--- src/rtl/abs_sum_stream.sv ---
// Streaming absolute-sum accumulator: sums every signed channel of every beat in a frame,
// then holds |total| (saturated) with overflow/truncation flags until the consumer takes it.
module abs_sum_stream #(
    parameter int WIDTH     = 4,
    parameter int NCH       = 4,
    parameter int OUT_W     = 8,
    parameter int MAX_BEATS = 16
) (
    input  logic                   clk,
    input  logic                   rst_n,
    input  logic                   in_valid,
    output logic                   in_ready,
    input  logic [NCH*WIDTH-1:0]   in_data,
    input  logic                   in_last,
    output logic                   out_valid,
    input  logic                   out_ready,
    output logic [OUT_W-1:0]       out_sum,
    output logic                   out_ovf,
    output logic                   out_trunc
);

    localparam int SUM_W     = WIDTH + $clog2(NCH);
    localparam int ACC_W_RAW = SUM_W + $clog2(MAX_BEATS);
    localparam int ACC_W     = (ACC_W_RAW < SUM_W + 1) ? SUM_W + 1 : ACC_W_RAW;
    localparam int CNT_W     = $clog2(MAX_BEATS + 1);
    // One spare bit above both widths so the saturation compare never truncates either side.
    localparam int EXT_W     = ((ACC_W > OUT_W) ? ACC_W : OUT_W) + 1;

    typedef enum logic [0:0] {
        ST_ACCUM = 1'b0,
        ST_HOLD  = 1'b1
    } state_t;

    state_t             state_q, state_d;
    logic [ACC_W-1:0]   acc_q, acc_d;
    logic [CNT_W-1:0]   cnt_q, cnt_d;
    logic               out_valid_q, out_valid_d;
    logic [OUT_W-1:0]   out_sum_q, out_sum_d;
    logic               out_ovf_q, out_ovf_d;
    logic               out_trunc_q, out_trunc_d;

    logic [ACC_W-1:0]   beat_sum_s;
    logic [ACC_W-1:0]   acc_sum_s;
    logic [ACC_W-1:0]   mag_s;
    logic [EXT_W-1:0]   mag_ext_s;
    logic [EXT_W-1:0]   sat_lim_s;
    logic               sat_s;
    logic               at_max_s;
    logic               accept_s;

    // Sign-extend every channel to the accumulator width and add them up.
    function automatic logic [ACC_W-1:0] beat_sum_f(input logic [NCH*WIDTH-1:0] data);
        logic [ACC_W-1:0] total;
        logic [WIDTH-1:0] chan;
        total = {ACC_W{1'b0}};
        for (int k = 0; k < NCH; k++) begin
            chan  = data[k*WIDTH +: WIDTH];
            total = total + {{(ACC_W-WIDTH){chan[WIDTH-1]}}, chan};
        end
        return total;
    endfunction

    // Unsigned magnitude; the most negative value maps to 2^(ACC_W-1) without wrapping.
    function automatic logic [ACC_W-1:0] abs_f(input logic [ACC_W-1:0] val);
        logic [ACC_W-1:0] res;
        if (val[ACC_W-1]) begin
            res = ~val + ACC_W'(1);
        end else begin
            res = val;
        end
        return res;
    endfunction

    // Datapath: closing value, its magnitude and the saturation decision.
    always_comb begin
        beat_sum_s = beat_sum_f(in_data);
        acc_sum_s  = acc_q + beat_sum_s;
        mag_s      = abs_f(acc_sum_s);
        mag_ext_s  = EXT_W'(mag_s);
        sat_lim_s  = {{(EXT_W-OUT_W){1'b0}}, {OUT_W{1'b1}}};
        sat_s      = (mag_ext_s > sat_lim_s);
        at_max_s   = (cnt_q == CNT_W'(MAX_BEATS - 1));
        accept_s   = in_valid && (state_q == ST_ACCUM);
    end

    // Next-state logic for the accumulate/hold FSM and its registered outputs.
    always_comb begin
        state_d     = state_q;
        acc_d       = acc_q;
        cnt_d       = cnt_q;
        out_valid_d = out_valid_q;
        out_sum_d   = out_sum_q;
        out_ovf_d   = out_ovf_q;
        out_trunc_d = out_trunc_q;
        case (state_q)
            ST_ACCUM: begin
                if (accept_s) begin
                    acc_d = acc_sum_s;
                    cnt_d = cnt_q + CNT_W'(1);
                    if (in_last || at_max_s) begin
                        state_d     = ST_HOLD;
                        out_valid_d = 1'b1;
                        out_ovf_d   = sat_s;
                        out_trunc_d = !in_last;
                        if (sat_s) begin
                            out_sum_d = {OUT_W{1'b1}};
                        end else begin
                            out_sum_d = mag_s[OUT_W-1:0];
                        end
                    end else begin
                        state_d = ST_ACCUM;
                    end
                end else begin
                    state_d = ST_ACCUM;
                end
            end
            ST_HOLD: begin
                if (out_ready) begin
                    state_d     = ST_ACCUM;
                    acc_d       = {ACC_W{1'b0}};
                    cnt_d       = {CNT_W{1'b0}};
                    out_valid_d = 1'b0;
                end else begin
                    state_d = ST_HOLD;
                end
            end
            default: begin
                state_d     = ST_ACCUM;
                acc_d       = {ACC_W{1'b0}};
                cnt_d       = {CNT_W{1'b0}};
                out_valid_d = 1'b0;
            end
        endcase
    end

    // State and output registers; asynchronous reset drops any partial frame.
    always_ff @(posedge clk or negedge rst_n) begin
        if (!rst_n) begin
            state_q     <= ST_ACCUM;
            acc_q       <= {ACC_W{1'b0}};
            cnt_q       <= {CNT_W{1'b0}};
            out_valid_q <= 1'b0;
            out_sum_q   <= {OUT_W{1'b0}};
            out_ovf_q   <= 1'b0;
            out_trunc_q <= 1'b0;
        end else begin
            state_q     <= state_d;
            acc_q       <= acc_d;
            cnt_q       <= cnt_d;
            out_valid_q <= out_valid_d;
            out_sum_q   <= out_sum_d;
            out_ovf_q   <= out_ovf_d;
            out_trunc_q <= out_trunc_d;
        end
    end

    assign in_ready  = (state_q == ST_ACCUM);
    assign out_valid = out_valid_q;
    assign out_sum   = out_sum_q;
    assign out_ovf   = out_ovf_q;
    assign out_trunc = out_trunc_q;

endmodule

--- config.mk ---
export PLATFORM = sky130hd
export DESIGN_NAME = abs_sum_stream
export DESIGN_NICKNAME = d
export VERILOG_FILES = /design/src/rtl/abs_sum_stream.sv
export SDC_FILE = /design/constraint.sdc
export NUM_CORES = 1
export LEC_CHECK = 0
export BUFFER_PORTS_ARGS = -buffer_cell sky130_fd_sc_hd__buf_2
export CAP_MARGIN = 5
export CORE_MARGIN = 2
export CORE_UTILIZATION = 61
export CTS_CLUSTER_DIAMETER = 30
export DETAILED_ROUTE_END_ITERATION = 7
export GPL_ROUTABILITY_DRIVEN = 1
export PLACE_DENSITY = 0.85
export RECOVER_POWER = 50
export SKIP_LAST_GASP = 1
export SLEW_MARGIN = 20
export SYNTH_ARGS = -nofsm -noshare
export SYNTH_HDL_FRONTEND = slang
export SYNTH_SLANG_ARGS = --single-unit
--- constraint.sdc ---
create_clock -name clk -period 4.1 [get_ports clk]
set_clock_uncertainty 0.2 [all_clocks]
set_input_delay 0.82 -clock clk [delete_from_list [all_inputs] [get_ports clk]]
set_output_delay 0.82 -clock clk [all_outputs]
set_load 0.01 [all_outputs]
* After elaboration in Yosys (flattened, before gate mapping)
Cells that the tools add are included.
Widths: inputs -> output; s select.
** Storage, ports and cells
- Register bits after elaboration :: 27
** Operators by class
- Add/sub/neg operators :: 6
- Muxes and demuxes :: 16
- $lt $le $gt $ge :: 1
- Bitwise logic cells :: 2
- Reductions and logical operators :: 6
- Eq/ne operators :: 4
** Operator list (count)
- $mux 10 :: 3
- $pmux 10 s2 :: 1
- $add 10x1->10 const B :: 1
- $add 10x10->10 :: 1
- $gt 10x8->1 const B :: 1
- $mux 5 :: 2
- $not 10->10 :: 1
- $pmux 5 s2 :: 1
- $mux 8 :: 1
- $add 6x4->7 :: 1
- $add 5x4->6 :: 1
- $mux 1 :: 6
- $reduce_and 3->1 :: 2
- $add 4x4->5 :: 1
- $add 5x1->5 const B :: 1
- $eq 5x4->1 const B :: 1
- $ne 2x1->1 const B :: 2
- $pmux 1 s2 :: 2
- $ne 2x2->1 const B :: 1
- $reduce_and 2->1 :: 1
- $logic_and 1x1->1 :: 1
- $logic_not 1->1 :: 1
- $logic_or 1x1->1 :: 1
- $not 1->1 :: 1

* Longest topological paths before layout
- Depth in word-level cells :: 9
- Mapped depth :: 19
- Gate-level depth less buffers :: 19

* Least setup slack after synthesis
Ideal clock, no wire load.
- Path kind :: input to register
- Start point :: input port in_data[1]
- End point :: register out_sum_q[1] (netlist: out_sum[1])
- Arrival :: 4.588 ns
- Slack :: -0.829 ns
- Buffers on the path :: 0
- Stages on the path :: 19
- Data required time :: 3.759 ns
- Library setup time :: 0.141 ns
- Cell sequence :: inv_1 fa_1 fa_1 inv_1 ha_1 inv_1 fa_1 inv_1 a21o_1 a21oi_1 xnor2_1 ha_1 a211o_1 a211oi_2 a211oi_4 xnor2_4 a41oi_2 o2bb2ai_4 a31oi_1
** Between the ends
- Cells in the longest elaborated chain, start to end :: 9
** Ends and longest elaborated chain
- start, declared :: RTL line 13 : input logic [NCH*WIDTH-1:0] in_data,
- $add 4x4->5 (*) :: RTL line 58 : total = total + {{(ACC_W-WIDTH){chan[WIDTH-1]}}, chan};
- $add 5x4->6 (*) :: RTL line 58
- $add 6x4->7 (*) :: RTL line 58
- $add 10x10->10 (*) :: RTL line 77 : acc_sum_s = acc_q + beat_sum_s;
- $not 10->10 :: RTL line 67 : res = ~val + ACC_W'(1);
- $add 10x1->10 :: RTL line 67
- $mux 10 (*) :: RTL line 66 : if (val[ACC_W-1]) begin
- $gt 10x8->1 :: RTL line 81 : sat_s = (mag_ext_s > sat_lim_s);
- $mux 8 (*) :: RTL line 105 : if (sat_s) begin
- end signal, assigned :: RTL line 143 : out_sum_q <= {OUT_W{1'b0}};
- end signal, assigned :: RTL line 151 : out_sum_q <= out_sum_d;
- end, declared :: RTL line 38 : logic [OUT_W-1:0] out_sum_q, out_sum_d;
Every way passes the cells marked *; elsewhere a longest branch is shown, timed or not.
A chain may end at the register's enable or synchronous reset.

* Worst setup path in the final report
- Start point :: input port in_data[1]
- End point :: register out_sum_q[0] (netlist: out_sum[0])
The elaborated chain is that of the path after synthesis.

==> summary.txt <==
Worst setup path
  – Setup CP Type: in -> reg
  – Worst Path Required: around 4.1 ns
  – Crit path launch type: input pin
  – Critical path arrival: approximately 5 ns
  – CP Max Fanout: 6
  – Crit end category: flip-flop
  – Reg2reg path depth: 11

Clock tree
  – CTS tree: done
  – Clk Tree Root Cell: clkbuf_4
  – Post-CTS Hold Buffers: 0
  – # clock sinks: 27
  – CTS HTree Levels: 1
  – Clk Latency, worst-skew pair: 0.35 ns
  – CTS max path bufs: 2
  – CTS Buf Count: 3
  – Clock-pin slew on the worst setup and hold paths: 0.17 ns

Layout
  – Layout Nets: 372
  – Commonest non-fill, non-tap cells in the layout: buf_4 (47), dfrtp_1 (27), buf_2 (27)
  – Area grow syn2layout: 43.6%
  – Fillers: 107
  – Final Non-Filler Cells: 367
  – Commonest non-fill, non-tap cell in the layout: buf_4
  – Final Core Density: 93.4%
  – Ant diodes: 0
  – Share of layout cells above drive strength 1: 44.5%

Run status
  – Status: finished with violations
  – Failing checks: max-capacitance violations, max-slew violations, negative setup slack

Place
  – I/O Buffers: 32
  – HPWL reported at the end of detailed placement: 3.81 mm
  – Final GP Congestion: 0.795
  – Dpl cells: 351

Detailed routing
  – Vias per cell: roughly 6.9
  – WL final: a little over 9 mm
  – Wire per inst: 24.8 um
  – DRT iter0 DRCs: between 400 and 500
  – Antenna viol nets, final: 0
  – DR pass1 iterations: 7
  – Residual DRC count: 0
  – Vias: about 2500

STA
  – Final slew viol count: 27
  – Final min period: 5.03 ns
  – Hold slack: 0.342 ns
  – Fmax: between 150 and 200 MHz
  – Final setup TNS: -10.20 ns
  – Post-route setup slack: -0.927 ns
  – Final setup fails: 15
  – RSZ-0062 raised after global routing: true
  – Final Hold Viols: 0
  – Worst-Margin Slew: 1.50 ns
  – Final period util: 123%
  – Slew Limit Headroom: -0.141%

Floorplan
  – Row cnt: 21
  – DIE HEIGHT: 64.3 um
  – Initial Util: between 60% and 70%
  – Die area: between 0.004 and 0.005 mm^2
  – Core ar.: roughly 0.0034 mm^2
  – Boundary Pins: 33
  – Die width: ~64 um

Synthesis
  – Synth Instances: roughly 240
  – Post-synthesis compound-gate area fraction: between 20% and 30%
  – Post-synthesis cell type count: 46
  – Register area share after synthesis: 30.4%
  – Post-synth ARST share: 100%
  – Xor-xnor portion of the synthesized cell area: 7.10%
  – Post-Syn Area per Cell: about 9.4 um^2
  – Post-synthesis simple-gate area fraction: 14.9%
  – Flops & latches, synth: 27
  – YS warnings: 0
  – Number of synthesized flops with an enable pin: 0
  – Synth Area in Adders: 19.7%
  – Post-synthesis cell area: 0.00222 mm^2
  – Syn Nets: 287
  – Synth Flop Type: dfrtp_1
  – Combinational family with the most area after synthesis: compound AO/OA/AOI/OAI gates
  – Multiplexer share of the synthesized area: 0%

Min path
  – WHS Path Cells: 2
  – Worst hold path class: reg -> reg

GRT
  – GRT Total Usage: 39.0%
  – Largest net degree at the start of global routing: 28
  – Antenna violations before repair: 0
  – Grt ovf: 0
  – Vias in the first global route: around 2400
  – First-pass GRT wire length: 12.0 mm

Job
  – Max-Cap Viols: 1
[Yosys cell counts, drive strengths merged, types with 2 or more instances]
| library cell | count | area [um^2] |
|---|---|---|
| nand2 | 20 | 75.1 |
| xnor2 | 4 | 53.8 |
| nand3 | 5 | 25.0 |
| a21o | 3 | 22.5 |
| nor2b | 2 | 12.5 |
| nor4b | 2 | 32.5 |
| a21oi | 11 | 55.1 |
| o2111ai | 2 | 17.5 |
| nand2b | 2 | 12.5 |
| nor2 | 23 | 86.3 |
| fa | 10 | 200 |
| inv | 26 | 97.6 |
| or3b | 2 | 20.0 |
| o21a | 2 | 15.0 |
| xor2 | 11 | 104 |
| dfrtp | 27 | 676 |
| a31oi | 10 | 62.6 |
| buf | 2 | 18.8 |
| a22o | 5 | 43.8 |
| clkbuf | 4 | 15.0 |
| ha | 19 | 238 |
| nor3 | 3 | 26.3 |
| a211oi | 5 | 60.1 |
| o211ai | 2 | 15.0 |
| o21ai | 23 | 115 |
[stage by stage]
step | instance area [um^2] | setup WS (ns)
detailed placement | 2750 | -1.14
CTS | 3050 | -0.621
floorplan | 2250 | -0.734
finish | 3190 | -0.927
global route | 3190 | -1.02
global placement | 2750 | -0.994
[critical path, cell delays in order]
cell	delay, ns
buf_8	0.08
inv_4	0.03
fa_1	0.59
fa_1	0.47
inv_2	0.09
ha_4	0.14
inv_2	0.04
fa_2	0.35
inv_2	0.07
a21o_1	0.14
a21oi_2	0.08
xnor2_2	0.16
ha_4	0.17
buf_4	0.15
nor4_1	0.32
o21ai_0	0.19
o211ai_1	0.20
xor2_2	0.35
a41oi_4	0.21
o2bb2ai_4	0.25
a31oi_1	0.13
[what timing repair did]
action / CTS / global route
pin swaps: 34 / 13
gates cloned: 1 / 0
setup buffers: 13 / 1
endpoints found under the setup margin: 15 / 16
resized for setup: 45 / 21
[final timing paths]
| path | from | to | slack, ns |
|---|---|---|---|
| worst max register to register | acc_q[0]$_DFFE_PN0P_ | out_sum[7]$_DFFE_PN0P_ | 1.08 |
| worst min register to register | out_valid$_DFFE_PN0P_ | out_valid$_DFFE_PN0P_ | 0.34 |
| min in group asynchronous | rst_n | acc_q[8]$_DFFE_PN0P_ | 0.60 |
| max in group asynchronous | rst_n | acc_q[1]$_DFFE_PN0P_ | 2.24 |
| worst max-delay path | in_data[1] | out_sum[0]$_DFFE_PN0P_ | -0.93 |
| worst min-delay path | out_valid$_DFFE_PN0P_ | out_valid$_DFFE_PN0P_ | 0.34 |
[state kept, by name (all words and copies together), names as in the netlist]
name and cells:
acc_q 10, cnt_q 5, out_ovf 1, out_sum 8, out_trunc 1, out_valid 1
state_q 1
[metal layers]
layer  wire (um)  share of wire (%)  track usage [%]  vias up
met5           0                  0                0        -
met4         760                8.4             19.4        0
met3        1110                 12             5.81       87
met2        4190                 46             67.6      255
met1        3030                 33             47.0     1198
li1            -                  -                -     1002
[cell families after synthesis]
| group | Yosys count |
|---|---|
| compound gates | 69 |
| simple gates | 65 |
| buf+inv | 32 |
| fa+ha+maj | 29 |
| flops | 27 |
| xor+xnor | 15 |
[layout make-up]
cell class	instances	area [um^2]	share of cell area, %
Multi-Input combinational cell	179	1710	53.7
Sequential cell	27	676	21.2
Timing Repair Buffer	85	608	19.1
Inverter	26	108	3.37
Tap cell	46	57.6	1.80
Clock buffer	4	26.3	0.824
Power is not shown: default switching activity piles up to over one toggle a cycle in this logic, so the estimate is an artifact.
